--- src/rtl/rom_seq.sv ---
// Plays LEN entries of an external synchronous ROM, holding each on dout for DUR cycles.
// The next entry is prefetched during playback so consecutive entries follow with no gap cycle.
module rom_seq #(
    parameter int unsigned AW  = 5,
    parameter int unsigned DW  = 4,
    parameter int unsigned LEN = 32,
    parameter int unsigned DUR = 3000000
) (
    input  logic          clk,
    input  logic          rstn,
    input  logic          start,
    input  logic          stop,
    input  logic          loop,
    output logic [AW-1:0] rom_addr,
    input  logic [DW-1:0] rom_data,
    output logic [DW-1:0] dout,
    output logic          valid,
    output logic          busy,
    output logic          done
);

    localparam int unsigned CW = (DUR > 1) ? $clog2(DUR) : 1;
    localparam logic [AW-1:0] LastIdx = AW'(LEN - 1);
    localparam logic [CW-1:0] LastCnt = CW'(DUR - 1);

    typedef enum logic [1:0] {StIdle, StPrime, StLoad, StPlay} state_e;

    state_e        state_q, state_d;
    logic [AW-1:0] addr_q, addr_d;
    logic [AW-1:0] idx_q, idx_d;
    logic [CW-1:0] cnt_q, cnt_d;
    logic [DW-1:0] dout_q, dout_d;
    logic          valid_q, valid_d;
    logic          busy_q, busy_d;
    logic          done_q, done_d;
    logic [AW-1:0] nidx;

    // Successor index; wraps to 0 after LEN-1 so the wrap entry is always prefetched.
    function automatic logic [AW-1:0] next_idx(input logic [AW-1:0] i);
        return (i < LastIdx) ? i + AW'(1) : '0;
    endfunction

    always_comb begin
        state_d = state_q;
        addr_d  = addr_q;
        idx_d   = idx_q;
        cnt_d   = cnt_q;
        dout_d  = dout_q;
        valid_d = valid_q;
        done_d  = 1'b0;
        nidx    = next_idx(idx_q);

        unique case (state_q)
            StIdle: begin
                if (start && !stop) begin
                    state_d = StPrime;
                    addr_d  = '0;
                end
            end
            StPrime: state_d = StLoad;
            StLoad: begin
                dout_d  = rom_data;
                valid_d = 1'b1;
                idx_d   = '0;
                cnt_d   = '0;
                addr_d  = next_idx('0);
                state_d = StPlay;
            end
            StPlay: begin
                if (cnt_q == LastCnt) begin
                    if (idx_q == LastIdx && !loop) begin
                        state_d = StIdle;
                        valid_d = 1'b0;
                        dout_d  = '0;
                        done_d  = 1'b1;
                        idx_d   = '0;
                        cnt_d   = '0;
                    end else begin
                        dout_d = rom_data;
                        idx_d  = nidx;
                        cnt_d  = '0;
                        addr_d = next_idx(nidx);
                    end
                end else begin
                    cnt_d = cnt_q + CW'(1);
                end
            end
            default: state_d = StIdle;
        endcase

        // Abort wins over entry expiry and completion on the same edge.
        if (stop && state_q != StIdle) begin
            state_d = StIdle;
            valid_d = 1'b0;
            dout_d  = '0;
            done_d  = 1'b0;
            idx_d   = '0;
            cnt_d   = '0;
        end

        busy_d = (state_d != StIdle);
    end

    always_ff @(posedge clk or negedge rstn) begin
        if (!rstn) begin
            state_q <= StIdle;
            addr_q  <= '0;
            idx_q   <= '0;
            cnt_q   <= '0;
            dout_q  <= '0;
            valid_q <= 1'b0;
            busy_q  <= 1'b0;
            done_q  <= 1'b0;
        end else begin
            state_q <= state_d;
            addr_q  <= addr_d;
            idx_q   <= idx_d;
            cnt_q   <= cnt_d;
            dout_q  <= dout_d;
            valid_q <= valid_d;
            busy_q  <= busy_d;
            done_q  <= done_d;
        end
    end

    assign rom_addr = addr_q;
    assign dout     = dout_q;
    assign valid    = valid_q;
    assign busy     = busy_q;
    assign done     = done_q;

endmodule
--- config.mk ---
export PLATFORM = sky130hd
export DESIGN_NAME = rom_seq
export DESIGN_NICKNAME = d
export VERILOG_FILES = /design/src/rtl/rom_seq.sv
export SDC_FILE = /design/constraint.sdc
export NUM_CORES = 1
export LEC_CHECK = 0
export ABC_AREA = 1
export CAP_MARGIN = 20
export CORE_MARGIN = 5
export CORE_UTILIZATION = 49
export DETAILED_ROUTE_END_ITERATION = 10
export PLACE_DENSITY_LB_ADDON = 0.05
export SYNTH_ARGS = -nofsm -noshare
export SYNTH_HDL_FRONTEND = slang
export SYNTH_SLANG_ARGS = --single-unit
--- constraint.sdc ---
create_clock -name clk -period 2.31 [get_ports clk]
set_input_delay 0.3465 -clock clk [delete_from_list [all_inputs] [get_ports clk]]
set_output_delay 0.3465 -clock clk [all_outputs]
set_load 0.02 [all_outputs]
==> results of run 1 <==
## logic make-up (layout without fill, tap and decap cells)
| group | after synthesis | after routing | share of synthesized area |
|---|---|---|---|
| AND/OR/NAND/NOR | 233 | 233 | 0.407 |
| buffers and inverters | 57 | 81 | 0.0976 |
| flip-flops | 41 | 41 | 0.398 |
| XOR/XNOR | 13 | 13 | 0.0442 |
| AO/OA/AOI/OAI | 12 | 12 | 0.0291 |
| adder cells (fa/ha/maj) | 5 | 5 | 0.0243 |
## metal layers
| metal | global-route usage | share of wire | vias to the layer above | wire length [um] |
|---|---|---|---|---|
| met5 | 0 | 0 | - | 0 |
| met4 | 0.0539 | 0.013 | 0 | 74 |
| met3 | 0.0336 | 0.045 | 8 | 250 |
| met2 | 0.268 | 0.42 | 54 | 2300 |
| met1 | 0.263 | 0.52 | 1010 | 2880 |
| li1 | - | - | 1165 | - |
## cell usage after synthesis (2+ instances only)
cell / n / area [um2]
xnor2_1: 3 / 26.3
nor2_2: 12 / 75.1
xor2_1: 10 / 87.6
dfrtp_1: 41 / 1030
nand2_2: 5 / 31.3
nor3_1: 7 / 35.0
nand2_1: 101 / 379
nand3b_1: 3 / 22.5
nor2_1: 60 / 225
nor2_4: 2 / 22.5
o21ai_0: 9 / 45.0
inv_1: 49 / 184
nand4_1: 10 / 62.6
nand3_2: 2 / 20.0
ha_1: 5 / 62.6
nand3_1: 28 / 140
## worst max-delay path: cells and delay by family (launching register included)
family                   cells  cell delay (ns)
AND/OR/NAND/NOR              6             0.51
flip-flops                   1             0.49
adder cells (fa/ha/maj)      2             0.40
buffers and inverters        3             0.31
AO/OA/AOI/OAI                1             0.25
## power groups by stage
stage	Sequential (mW)	Combinational [mW]	Clock, mW
final	0.855	0.541	0.562
after global routing	0.869	0.605	0.610
after CTS	0.856	0.550	0.582
after detailed placement	0.868	0.546	0
after global placement	0.869	0.544	0
after floorplan	0.920	0.317	0
## layout make-up
type	count	area (um2)	area share
Multi-Input combinational cell	263	1300	0.444
Sequential cell	41	1030	0.350
Timing Repair Buffer	22	210	0.0717
Inverter	52	203	0.0692
Tap cell	70	87.6	0.0299
Clock buffer	5	68.8	0.0235
Clock inverter	2	35.0	0.0120
## sequential cells by signal, indices dropped and copies added (netlist names)
| name | count |
|---|---|
| cnt_q | 22 |
| idx_q | 5 |
| rom_addr | 5 |
| dout | 4 |
| state_q | 2 |
| busy | 1 |
| done | 1 |
| valid | 1 |
## cells in the final DEF, fill, tap and decap left out
master and count:
inv_4 1, o21ai_0 9, nand3b_1 3, xor2_1 10
nor2_4 2, ha_1 5, xnor2_1 3, o21bai_1 1
and2_1 1, nand4_1 10, clkdlybuf4s50_1 19, inv_2 1
inv_6 1, nand2_4 1, nand2_2 5, nor3_1 7
a31oi_1 1, inv_1 49, nand2_1 101, nand3_1 28
bufinv_16 1, nand3_4 1, nor2_2 12, dfrtp_1 41
a21oi_4 1, nand3_2 2, clkbuf_8 5, buf_2 1
buf_4 2, clkinv_2 1, nor2_1 60
## worst min path at each step
stage	slack (ns)	endpoint	depth (start not counted)	start
after floorplan	0.05	busy	0	rstn
after global placement	0.36	cnt_q[15]	1	rstn
after detailed placement	0.36	cnt_q[9]	1	rstn
after CTS	0.03	done	1	rstn
after global routing	0.07	cnt_q[13]	1	rstn
final	0.02	cnt_q[13]	1	rstn
==> run metrics, run 1 <==
RePlAce Congestion=around 0.9; R2R setup slack=0.25 ns; GRT Util Overall=0.180; sw frac=0.335; Final Critical Period=approximately 2.1 ns; max_cap viols=0; vias after detailed routing=between 2000 and 2500; Power Internal=roughly 1.3 mW; Critical path destination=dout[3]; largest net degree at the start of global routing=25; total grt overflow=0; Ys Warns=0; TritonCTS Buffers=5; P_sw=0.656 mW; Req. time, crit path=2.50 ns; drt via density=4.92; path depth of the worst reg2reg path=12; H-tree depth=2; Hold/Removal Path Class=input pin to async pin; arrival time at the worst endpoint=about 2.3 ns; Final Hold Fails=0; Tcrit/Tclk final=0.893; Post-Syn Area per Cell=a little over 7 um2; cts repair resizes=0; # rows=26; crit end category=register; Setup WS post-layout=0.248 ns; reg-to-reg startpoint=idx_q[0]; final core utilization=0.574; highest net fanout along the worst path=8; Worst path slowest cell=dfrtp_1; ys async rst share=1.00; aggregate routed wire length=~5.5 mm; CTS tree=built; Yosys reg bits=just over 40; clock network power share=0.287; Filler cells=approximately 520; register area share after synthesis=0.398; Lkg Pwr=about 1.4 nW; vias in the first global route=~2000; Mapped Cells=approximately 360; worst skew pair latency=approximately 0.3 ns; Worst path most repeated cell=nor2_1; Die X-Extent=between 80 and 90 um; die height=82.5 um; Setup CP Type=register to register; Synth cell types=30; Pre-Repair DR Iteration Count=4; power density cells=about 670 nW/um2; FMAX=485 MHz; initial DRC count=142; clock sink total=41; Critical Path Max Stage Delay=between 0.4 and 0.5 ns; ant diodes=0; Placement Cell Area=about 2800 um2; Core ar.=approximately 5100 um2; nature of the critical path startpoint=register; Syn Nets=375; post-synthesis instance area=2580 um2; antenna viol nets, final=0; status=finished, final reports clean; port bufs=20; Final Non-Filler Cells=455; Die Area=around 7000 um2; # DRC=0; share of power burned in registers=0.437; post-CTS setup buffer count=0; Primary FF master, synth=dfrtp_1; number of synthesized flops with an enable pin=0; Logic pwr share=0.276; Worst VDD drop=~0.65 mV; Fin Clk Skew=0.00768 ns; final setup fails=0; layout cells sized above 1=0.0961; P&R area growth vs syn=13.7%; initial antenna violation count=0; pre-CTS WS=roughly 0.29 ns; first-pass GRT wire length=9.31 mm; fin. max-slew vios=0; Non-Filler Cell Area, Final=2930 um2; Slew @ Worst Pin=~0.53 ns; HPWL after detailed placement=around 4.2 mm; Slew HR=0.649; RR Endpoint=dout[3]; Final Net Count=roughly 400; initial core utilization=0.505; setup_tns=0 ns; clock tree buffer depth=2; critical-path cell list=ha_1 > nand2_1 > nor2_1 > ha_1 > inv_1 > nor2_1 > inv_1 > o21ai_0 > buf_4 > nor2_1 > nand3_1 > nand2_1; CP startpoint=idx_q[0]; Hold WS=roughly 0.018 ns; wire length per cell=12.1 um; Root Buffer=clkbuf_8; clk slew on worst S/H paths=approximately 0.08 ns; hold-fix buffers at CTS=0; dpl cells=448; RSZ-0062 raised after global routing=false; I/O pin cnt=21; Final Power=between 1.5 and 2 mW
Power figures use the tool's default switching activity.
==> run 2: changes to the inputs <==
--- a/config.mk
+++ b/config.mk
@@ -10,6 +10,7 @@
 export CORE_MARGIN = 5
 export CORE_UTILIZATION = 49
 export DETAILED_ROUTE_END_ITERATION = 10
+export MAX_ROUTING_LAYER = met4
 export PLACE_DENSITY_LB_ADDON = 0.05
 export SYNTH_ARGS = -nofsm -noshare
 export SYNTH_HDL_FRONTEND = slang
==> run metrics, run 2 (synthesis gave the netlist of run 1 again) <==
Die Area=6810 um2 (unchanged); TritonCTS Buffers=5 (unchanged); layout cells sized above 1=0.0982 (+0.00209); Slew HR=0.758 (+0.109); Logic pwr share=0.285 (+0.009); RSZ-0062 raised after global routing=false; Lkg Pwr=1.38 nW (+0.32%); vias after detailed routing=2272 (+1.6%); nature of the critical path startpoint=register; first-pass GRT wire length=9.75 mm (+4.7%); clock sink total=41 (unchanged); Slew @ Worst Pin=0.362 ns (-0.164 ns); P_sw=0.660 mW (+0.60%); Setup WS post-layout=0.251 ns (+0.00340 ns); Pre-Repair DR Iteration Count=4 (unchanged); # DRC=0 (unchanged); ant diodes=0 (unchanged); initial antenna violation count=0 (unchanged); clock tree buffer depth=2 (unchanged); Non-Filler Cell Area, Final=2940 um2 (+0.26%); Fin Clk Skew=0.00811 ns (+0.000433 ns); Final Hold Fails=0 (unchanged); initial DRC count=225 (+58%); Placement Cell Area=2830 um2 (unchanged); max_cap viols=0 (unchanged); GRT Util Overall=0.191 (+0.0118); setup_tns=0 ns (unchanged); Tcrit/Tclk final=0.891 (-0.00147); I/O pin cnt=21 (unchanged); status=finished, final reports clean; share of power burned in registers=0.445 (+0.008); clk slew on worst S/H paths=0.08 ns (about the same); Root Buffer=clkbuf_8; sw frac=0.344 (+0.00881); H-tree depth=2 (unchanged); aggregate routed wire length=5.55 mm (+0.91%); Die X-Extent=82.5 um (unchanged); Filler cells=507 (-1.9%); P&R area growth vs syn=14.0%; antenna viol nets, final=0 (unchanged); port bufs=20 (unchanged); Hold/Removal Path Class=register to register; total grt overflow=0 (unchanged); Req. time, crit path=2.50 ns (about the same); Setup CP Type=register to register; largest net degree at the start of global routing=26 (+4.0%); pre-CTS WS=0.280 ns (-0.00904 ns); fin. max-slew vios=0 (unchanged); Reg with most FFs=cnt_q; FMAX=486 MHz (+0.16%); Final Net Count=400 (+0.25%); arrival time at the worst endpoint=2.25 ns (about the same); die height=82.5 um (unchanged); drt via density=4.97 (+1.1%); vias in the first global route=2187 (+7.2%); Power Internal=1.26 mW (-3.3%); final core utilization=0.575 (+0.00147); clock network power share=0.270 (-0.017); worst skew pair latency=0.30 ns (about the same); highest net fanout along the worst path=8 (unchanged); crit end category=register; Final Critical Period=2.06 ns (-0.00340 ns); CTS tree=built; final setup fails=0 (unchanged); commonest cells after routing, fill and taps aside=101 x nand2_1, 60 x nor2_1, 49 x inv_1; dpl cells=448 (unchanged); Final Non-Filler Cells=457 (+0.44%); Core ar.=5110 um2 (unchanged); wire length per cell=12.2 um (+0.47%); commonest non-fill, non-tap cell in the layout=nand2_1; # rows=26 (unchanged); Largest register FFs=22 (unchanged); Worst VDD drop=0.461 mV (-29%); RePlAce Congestion=0.945 (+5.4%); HPWL after detailed placement=4.27 mm (+1.1%); initial core utilization=0.505 (unchanged); power density cells=653 nW/um2 (-2.2%)
==> run 2: final cells by class <==
type                            instances  area [um2]  area share
Clock buffer                            7        96.3      0.0328
Clock inverter                          1        5.00     0.00170
Inverter                               52         203      0.0690
Multi-Input combinational cell        263        1300       0.443
Sequential cell                        41        1030       0.349
Tap cell                               70        87.6      0.0298
Timing Repair Buffer                   23         220      0.0750
==> run 2: metrics by stage <==
stage,hold slack (ns),power (mW)
6_report,0.479,1.92
3_3_place_gp,0.280,1.41
3_5_place_dp,0.281,1.42
5_1_grt,0.508,2.05
4_1_cts,0.483,1.95
2_1_floorplan,0.0509,1.24
==> run 2: critical path: stages (launching register included) <==
cell and delay (ns):
dfrtp_1 0.49, ha_1 0.24, nand2_1 0.10, nor2_1 0.11
ha_1 0.17, inv_1 0.04, nor2_1 0.12, inv_1 0.08
o21ai_0 0.25, buf_4 0.18, nor2_1 0.04, nand3_1 0.07
nand2_1 0.06
==> run 2: per-layer routing <==
layer  part of all wire  wire length (um)  global-route usage
met4             0.0041                23              0.0490
met5                  0                 0                   -
met1               0.51              2850               0.265
met3              0.045               250              0.0325
met2               0.44              2430               0.292
==> run 2: power by group through the flow <==
| stage | clock, mW | combinational [mW] | sequential (mW) |
|---|---|---|---|
| 6_report | 0.518 | 0.547 | 0.854 |
| 5_1_grt | 0.568 | 0.619 | 0.868 |
| 4_1_cts | 0.535 | 0.558 | 0.856 |
| 3_5_place_dp | 0 | 0.554 | 0.868 |
| 3_3_place_gp | 0 | 0.547 | 0.868 |
| 2_1_floorplan | 0 | 0.317 | 0.920 |
==> run 2: worst paths after layout <==
kind	startpoint	endpoint	slack [ns]	cells after the start
max	idx_q[0]	dout[3]	0.25	12
min	valid	valid	0.48	2
max reg2reg	idx_q[0]	dout[3]	0.25	12
min reg2reg	valid	valid	0.48	2
max in group asynchronous	rstn	cnt_q[3]	1.17	3
min in group asynchronous	rstn	cnt_q[8]	0.49	2
==> run 2: timing repair <==
action                                 4_1_cts  5_1_grt
hold buffers                                 1        0
endpoints found under the hold margin       16        0
setup buffers                                0        0
resized for setup                            0        0
